## src/rtl/share_decoder_if.sv

```systemverilog
// Handshake bundle for share_decoder: share-pair input side and decoded-word output side.
interface share_decoder_if #(
   parameter int WIDTH = 8
);
   logic             in_valid;
   logic             in_ready;
   logic [WIDTH-1:0] s0;
   logic [WIDTH-1:0] s1;
   logic [WIDTH-1:0] rnd;
   logic             out_valid;
   logic             out_ready;
   logic [WIDTH-1:0] d;
   logic [15:0]      dec_count;

   modport master (
      output in_valid, s0, s1, rnd, out_ready,
      input  in_ready, out_valid, d, dec_count
   );

   modport slave (
      input  in_valid, s0, s1, rnd, out_ready,
      output in_ready, out_valid, d, dec_count
   );
endinterface

```

## src/rtl/share_decoder.sv

```systemverilog
// Two-share unmasking decoder: shares are refreshed with rnd into registers and only
// those registered shares are recombined, feeding a credit-controlled output FIFO.
module share_decoder #(
   parameter int WIDTH = 8,
   parameter int DEPTH = 2
) (
   input logic            clk,
   input logic            rst,
   share_decoder_if.slave bus
);
   localparam int              PW        = (DEPTH > 1) ? $clog2(DEPTH) : 1;
   localparam int              CW        = $clog2(DEPTH + 1);
   localparam logic [PW-1:0]   PTR_LAST  = PW'(DEPTH - 1);
   localparam logic [CW:0]     DEPTH_OCC = (CW + 1)'(DEPTH);

   logic [WIDTH-1:0] r0_r;
   logic [WIDTH-1:0] r1_r;
   logic             v1_r;
   logic [WIDTH-1:0] mem_r [DEPTH];
   logic [PW-1:0]    wr_ptr_r;
   logic [PW-1:0]    rd_ptr_r;
   logic [CW-1:0]    cnt_r;
   logic [15:0]      dec_count_r;

   logic [CW:0]      occ_s;
   logic             in_ready_s;
   logic             out_valid_s;
   logic             in_hs_s;
   logic             push_s;
   logic             pop_s;
   logic [WIDTH-1:0] comb_s;

   function automatic logic [PW-1:0] ptr_inc(input logic [PW-1:0] ptr);
      logic [PW-1:0] nxt;
      if (ptr == PTR_LAST) begin
         nxt = {PW{1'b0}};
      end else begin
         nxt = ptr + PW'(1);
      end
      return nxt;
   endfunction

   // Credit and handshake decode; a word in the refresh stage already holds a FIFO slot
   always_comb begin
      occ_s       = {1'b0, cnt_r} + {{CW{1'b0}}, v1_r};
      in_ready_s  = (occ_s < DEPTH_OCC);
      out_valid_s = (cnt_r != {CW{1'b0}});
      in_hs_s     = bus.in_valid && in_ready_s;
      push_s      = v1_r;
      pop_s       = out_valid_s && bus.out_ready;
      comb_s      = r0_r ^ r1_r;
   end

   // Refresh stage: both shares masked with the same fresh rnd
   always_ff @(posedge clk or posedge rst) begin
      if (rst) begin
         r0_r <= {WIDTH{1'b0}};
         r1_r <= {WIDTH{1'b0}};
         v1_r <= 1'b0;
      end else if (in_hs_s) begin
         r0_r <= bus.s0 ^ bus.rnd;
         r1_r <= bus.s1 ^ bus.rnd;
         v1_r <= 1'b1;
      end else begin
         v1_r <= 1'b0;
      end
   end

   // Output FIFO storage, circular pointers and occupancy
   always_ff @(posedge clk or posedge rst) begin
      if (rst) begin
         for (int i = 0; i < DEPTH; i++) begin
            mem_r[i] <= {WIDTH{1'b0}};
         end
         wr_ptr_r <= {PW{1'b0}};
         rd_ptr_r <= {PW{1'b0}};
         cnt_r    <= {CW{1'b0}};
      end else begin
         if (push_s) begin
            mem_r[wr_ptr_r] <= comb_s;
            wr_ptr_r        <= ptr_inc(wr_ptr_r);
         end
         if (pop_s) begin
            rd_ptr_r <= ptr_inc(rd_ptr_r);
         end
         case ({push_s, pop_s})
            2'b10:   cnt_r <= cnt_r + CW'(1);
            2'b01:   cnt_r <= cnt_r - CW'(1);
            default: cnt_r <= cnt_r;
         endcase
      end
   end

   // Completed output handshakes, wrapping at 16 bits
   always_ff @(posedge clk or posedge rst) begin
      if (rst) begin
         dec_count_r <= 16'd0;
      end else if (pop_s) begin
         dec_count_r <= dec_count_r + 16'd1;
      end else begin
         dec_count_r <= dec_count_r;
      end
   end

   assign bus.in_ready  = in_ready_s;
   assign bus.out_valid = out_valid_s;
   assign bus.d         = mem_r[rd_ptr_r];
   assign bus.dec_count = dec_count_r;
endmodule

```

## src/flat_wrapper.sv

```systemverilog
// flat-port wrapper written by rule: the top's interface ports become plain ports
module share_decoder_flat 
#(
   parameter int WIDTH = 8,
   parameter int DEPTH = 2
)
  (clk, rst, bus_in_valid, bus_s0, bus_s1, bus_rnd, bus_out_ready, bus_in_ready, bus_out_valid, bus_d, bus_dec_count);
  share_decoder_if #(.WIDTH(WIDTH)) bus_i ();
  input logic clk;
  input logic rst;
  input wire logic [$bits(bus_i.in_valid)-1:0] bus_in_valid;
  input wire logic [$bits(bus_i.s0)-1:0] bus_s0;
  input wire logic [$bits(bus_i.s1)-1:0] bus_s1;
  input wire logic [$bits(bus_i.rnd)-1:0] bus_rnd;
  input wire logic [$bits(bus_i.out_ready)-1:0] bus_out_ready;
  output wire logic [$bits(bus_i.in_ready)-1:0] bus_in_ready;
  output wire logic [$bits(bus_i.out_valid)-1:0] bus_out_valid;
  output wire logic [$bits(bus_i.d)-1:0] bus_d;
  output wire logic [$bits(bus_i.dec_count)-1:0] bus_dec_count;
  assign bus_i.in_valid = bus_in_valid;
  assign bus_i.s0 = bus_s0;
  assign bus_i.s1 = bus_s1;
  assign bus_i.rnd = bus_rnd;
  assign bus_i.out_ready = bus_out_ready;
  assign bus_in_ready = bus_i.in_ready;
  assign bus_out_valid = bus_i.out_valid;
  assign bus_d = bus_i.d;
  assign bus_dec_count = bus_i.dec_count;
  share_decoder #(.WIDTH(WIDTH), .DEPTH(DEPTH)) u_core (.clk(clk), .rst(rst), .bus(bus_i));
endmodule
```

## config.mk

```make
export PLATFORM = sky130hd
export DESIGN_NAME = share_decoder_flat
export DESIGN_NICKNAME = d
export VERILOG_FILES = /design/src/rtl/share_decoder_if.sv /design/src/rtl/share_decoder.sv /design/src/flat_wrapper.sv
export SDC_FILE = /design/constraint.sdc
export NUM_CORES = 1
export LEC_CHECK = 0
export ABC_AREA = 1
export CORE_AREA = 2 2 76 78
export DETAILED_ROUTE_END_ITERATION = 7
export DIE_AREA = 0 0 78 80
export GPL_TIMING_DRIVEN = 0
export PLACE_DENSITY = 0.85
export REMOVE_ABC_BUFFERS = 1
export SYNTH_ARGS = -nofsm -noshare
export SYNTH_HDL_FRONTEND = slang
export SYNTH_SLANG_ARGS = --single-unit
```

## constraint.sdc

```tcl
create_clock -name clk -period 3.1 [get_ports clk]
set_clock_uncertainty 0.2 [all_clocks]
set_input_delay 0.31 -clock clk [delete_from_list [all_inputs] [get_ports clk]]
set_output_delay 0.31 -clock clk [all_outputs]
set_load 0.05 [all_outputs]
```

# Word level (Yosys, flattened, before mapping)
# Cells that the tools add are included.
classes:
  mux: 10
  n_eq_ne: 2
  n_lt_le_gt_ge: 4
  reduce_logical: 5
  bitwise_logic: 5
  add_sub_neg: 6
op_table:
  columns: ["operator", "n"]
  rows:
  - ["$mux 8", 4]
  - ["$xor 8x8->8", 3]
  - ["$add 16x1->16 const B", 1]
  - ["$bwmux 16", 1]
  - ["$demux 8 s1", 1]
  - ["$ge 2x2->1 const B", 2]
  - ["$not 1->2", 2]
  - ["$pmux 2 s2", 1]
  - ["$reduce_bool 2->1", 2]
  - ["$add 2x1->3", 1]
  - ["$logic_and 1x1->1", 3]
  - ["$lt 3x2->1 const B", 1]
  - ["$mux 1", 3]
  - ["$add 1x1->1 const B", 2]
  - ["$add 2x1->2 const B", 1]
  - ["$eq 2x1->1 const B", 1]
  - ["$eq 2x2->1 const B", 1]
  - ["$lt 2x1->1 const B", 1]
  - ["$sub 2x1->2 const B", 1]
totals:
  out_inout_bits: 26
  wordCells: 41
  regBits: 53

# Logic depth before layout (Yosys ltp)
logic_depth:
  depth_word: 6
  depth_mapped: 7
  ltp_nobuf: 7

# Worst setup path before layout
# OpenSTA, ideal clock, no wires.
synth_path:
  path_kind: "register to register"
  start: "register u_core.cnt_r[0]"
  end: "register u_core.r1_r[0]"
  synth_period_minus_slack_ns: 1.815
  setup_time_ns: 0.074
  setup_slack_ns: 1.285
  t_arrival_ns: 1.541
  path_stages_with_launch: 7
  required_ns: 2.826
  path_cell_list: "dfrtp_1 > a21oi_2 > and2_1 > buf_4 > buf_6 > nand2_1 > o21ai_2"
synth_between:
  elab_chain_len: 3
synth_lines:
  columns: ["element", "line_no", "source"]
  rows:
  - ["start: declaration", "share_decoder.sv:22", "logic [CW-1:0] cnt_r;"]
  - ["start signal: assignment", "share_decoder.sv:77", "cnt_r <= {CW{1'b0}};"]
  - ["start signal: assignment", "share_decoder.sv:87", "2'b10: cnt_r <= cnt_r + CW'(1);"]
  - ["start signal: assignment", "share_decoder.sv:88", "2'b01: cnt_r <= cnt_r - CW'(1);"]
  - ["$add 2x1->3", "share_decoder.sv:45", "occ_s = {1'b0, cnt_r} + {{CW{1'b0}}, v1_r};"]
  - ["$lt 3x2->1", "share_decoder.sv:46", "in_ready_s = (occ_s < DEPTH_OCC);"]
  - ["via bus_in_ready", "flat_wrapper.sv:16", "output wire logic [$bits(bus_i.in_ready)-1:0] bus_in_ready;"]
  - ["$logic_and 1x1->1", "share_decoder.sv:48", "in_hs_s = bus.in_valid && in_ready_s;"]
  - ["end signal: assignment", "share_decoder.sv:58", "r1_r <= {WIDTH{1'b0}};"]
  - ["end signal: assignment", "share_decoder.sv:62", "r1_r <= bus.s1 ^ bus.rnd;"]
  - ["end: declaration", "share_decoder.sv:17", "logic [WIDTH-1:0] r1_r;"]
# The timed path passes the listed nets, and every way through them passes these cells.
# A chain may end at the register's enable or synchronous reset.

# Worst setup path in the final report
layout_path:
  start: "register u_core.rd_ptr_r"
  end: "output port bus_d[1]"
layout_between:
  elab_chain_len: 4
layout_lines:
  columns: ["element", "line_no", "source"]
  rows:
  - ["start: declaration", "share_decoder.sv:21", "logic [PW-1:0] rd_ptr_r;"]
  - ["start signal: assignment", "share_decoder.sv:76", "rd_ptr_r <= {PW{1'b0}};"]
  - ["start signal: assignment", "share_decoder.sv:84", "rd_ptr_r <= ptr_inc(rd_ptr_r);"]
  - ["$not 1->2 (not written as such)", "share_decoder.sv:107", "assign bus.d = mem_r[rd_ptr_r];"]
  - ["$mux 8 (not written as such) (3 in a row)", "share_decoder.sv:107", null]
  - ["end: declaration", "flat_wrapper.sv:18", "output wire logic [$bits(bus_i.d)-1:0] bus_d;"]
# No other way between the ends. The select of a mux whose other input is x is not followed.

==> run metrics <==
synth unique cells 27; Post-Syn Area 2650 sq um; Final Hold Violating Endpoints 0; CTS resizes 0; global-route wire length before repair 7990 um; Hold Slack 0.0513 ns; Post-synth ARST share 100%; R2R Setup Slk around 0.90 ns; crit-path cells mux2_2 > clkdlybuf4s50_1; Overflow after GRT 0; DR pass1 iterations 4; worst vdd ir 0.543 mV; largest net degree at the start of global routing 44; Root Driver clkbuf_8; clock period minus worst slack 2.51 ns; TritonCTS clock tree yes; area leader, netlist dfrtp_1; CP Data Arrival Time 2.00 ns; crit path kind reg2out; Slew Limit Fails 0; total track usage approximately 16%; Max Cap Violations 0; Post-synth EDFFs 0; Die X 78 um; pre-CTS setup slack 0.752 ns; antenna viol nets, final 0; CTS sink count 53; die outline height 80 um; Worst R2R Path Depth 4; Critical Path Max Stage Delay approximately 0.72 ns; Reg2Reg Launch Point u_core.cnt_r[0]$_DFFE_PP0P_; hold buffer count at cts 0; top-count cell post-synth nand2_1; Routed WL 4480 um; Synth top area share roughly 50%; Die Area 6240 sq um; area occupied by multi-input gates ~1100 sq um; synth top area cells dfrtp_1, nand2_1, xor2_1, o21ai_2, xnor2_1; Data required, critical path 2.59 ns; antenna violations before repair 0; reg2reg end u_core.r0_r[6]$_DFFE_PP0P_; Clock Path Buffers 2; dpl hpwl between 3000 and 4000 um; Pint 0.00173 W; final setup vio count 0; fin worst setup slack 0.590 ns; pwr dens 920 nW/um^2; period utilization approximately four fifths; FMAX 398 MHz; # IOs 54; CORE AREA 5410 sq um; Max-Slew Margin vs Limit 13.0%; DRT iter0 DRCs 75; FF/Latch Area 1330 sq um; CTS H-Tree Depth 2; Routed wire per std cell 11.0 um; vias in the first global route 1926; slew at the pin closest to its max-slew limit 1.30 ns; Mean Syn Cell Area 9.33 sq um; vias 1949; yosys synthesis warning count 0; Post-Syn Instances roughly 280; total CTS buffers 5; Max stage delay cell, worst path clkdlybuf4s50_1; Tot Pwr 0.00305 W; row cnt 27; Clock transition at path regs approximately 0.08 ns; number of diodes 0; combinational power share 48.8%; Hold Path Class in2async; port buffer count 53; clk_lat worst skew 0.30 ns; vias per cell 4.77; net load switching power 0.00132 W; P_leak 1.50 nW; Area Growth Syn to Fin 25.2%; startpoint types flop; DRC 0; setup tns final 0 ns; layout cell share with drive strength beyond 1 11.6%; FF+latch count, synth 53; commonest cells in the netlist nand2_1, dfrtp_1, inv_1, xor2_1; RSZ-0062 raised after global routing false; sequential share of power 38.7%; Placer Congestion 0.883; clock power share about an eighth; status finished, final reports clean; Nets 367; crit path max fanout 9; Post-CTS Repair Setup Buffers 0; Main synth FF type dfrtp_1; switching share of total power 43.2%; Seq/Total Area, Yosys 50.0%; Initial Utilization 49.0%; Crit. End Element output port; Filler Cells Inserted 470
## state kept, by name, summed over array words and instances, names as in the netlist
name,flops
u_core.bus.dec_count,16
u_core.cnt_r,2
u_core.mem_r,16
u_core.push_s,1
u_core.r0_r,8
u_core.r1_r,8
u_core.rd_ptr_r,1
u_core.wr_ptr_r,1
## power by group through the flow
stage / clock network, W / registers [W] / logic [W]
detailed placement: 0 / 0.00119 / 0.00150
global route: 0.000420 / 0.00122 / 0.00162
floorplan: 0 / 0.00126 / 0.000999
finish: 0.000382 / 0.00118 / 0.00149
global placement: 0 / 0.00117 / 0.00147
CTS: 0.000393 / 0.00118 / 0.00151
## per-layer routing
layer,part of all wire [%],vias up,track usage [%]
met4,1.1,0,6.67
met5,0,-,0
met3,4.6,5,3.05
li1,-,988,-
met2,50,53,27.8
met1,44,903,19.9
## cells by family after synthesis
family / Yosys count / share of synthesized area (%)
AOI/OAI and AO/OA: 40 / 9.96
xor gates and xnor gates: 35 / 11.6
adders and majority gates: 2 / 0.944
muxes: 8 / 3.40
and+or+nand+nor: 103 / 16.9
DFF: 53 / 50.0
buffers and inverters: 43 / 7.22
## cell usage in the layout (no fill, tap or decap), drive strengths merged
master	n
clkdlybuf4s50	53
xnor2	16
or2	1
buf	1
ha	2
a21oi	2
o21ai	38
and2	1
nand4	4
nand2	72
xor2	19
nand3	5
clkbuf	7
nand3b	2
nor2	18
mux2	8
dfrtp	53
inv	35
## stage by stage
step / util, % / cell area [sq um] / std cells
final: 61.4 / 3320 / 409
after detailed placement: 59.8 / 3230 / 402
after global placement: 59.4 / 3210 / 401
after CTS: 61.4 / 3320 / 409
after floorplan: - / 2590 / 276
after global routing: 61.4 / 3320 / 409
## layout make-up
class	count	area share (%)
Multi-Input combinational cell	188	34.1
Sequential cell	53	40.0
Tap cell	72	2.72
Clock buffer	7	2.60
Inverter	35	3.96
Timing Repair Buffer	54	16.6
## worst max-delay path: cells and delay by family (launching register included)
family / cells / cell delay, ns
buffers and inverters: 1 / 0.72
flip-flops: 1 / 0.60
multiplexers: 1 / 0.38
## worst max-delay path by stage
stage	from	endpoint	slack, ns	depth (start not counted)
floorplan	u_core.cnt_r[0]$_DFFE_PP0P_	u_core.r0_r[0]$_DFFE_PP0P_	0.69	4
detailed placement	bus_in_valid	u_core.r0_r[0]$_DFFE_PP0P_	0.75	4
global placement	rst	u_core.r1_r[6]$_DFFE_PP0P_	0.42	2
finish	u_core.rd_ptr_r$_DFFE_PP0P_	bus_d[1]	0.59	2
global route	u_core.rd_ptr_r$_DFFE_PP0P_	bus_d[2]	0.52	2
CTS	u_core.rd_ptr_r$_DFFE_PP0P_	bus_d[1]	0.58	2
(Power assumes the default switching activity.)
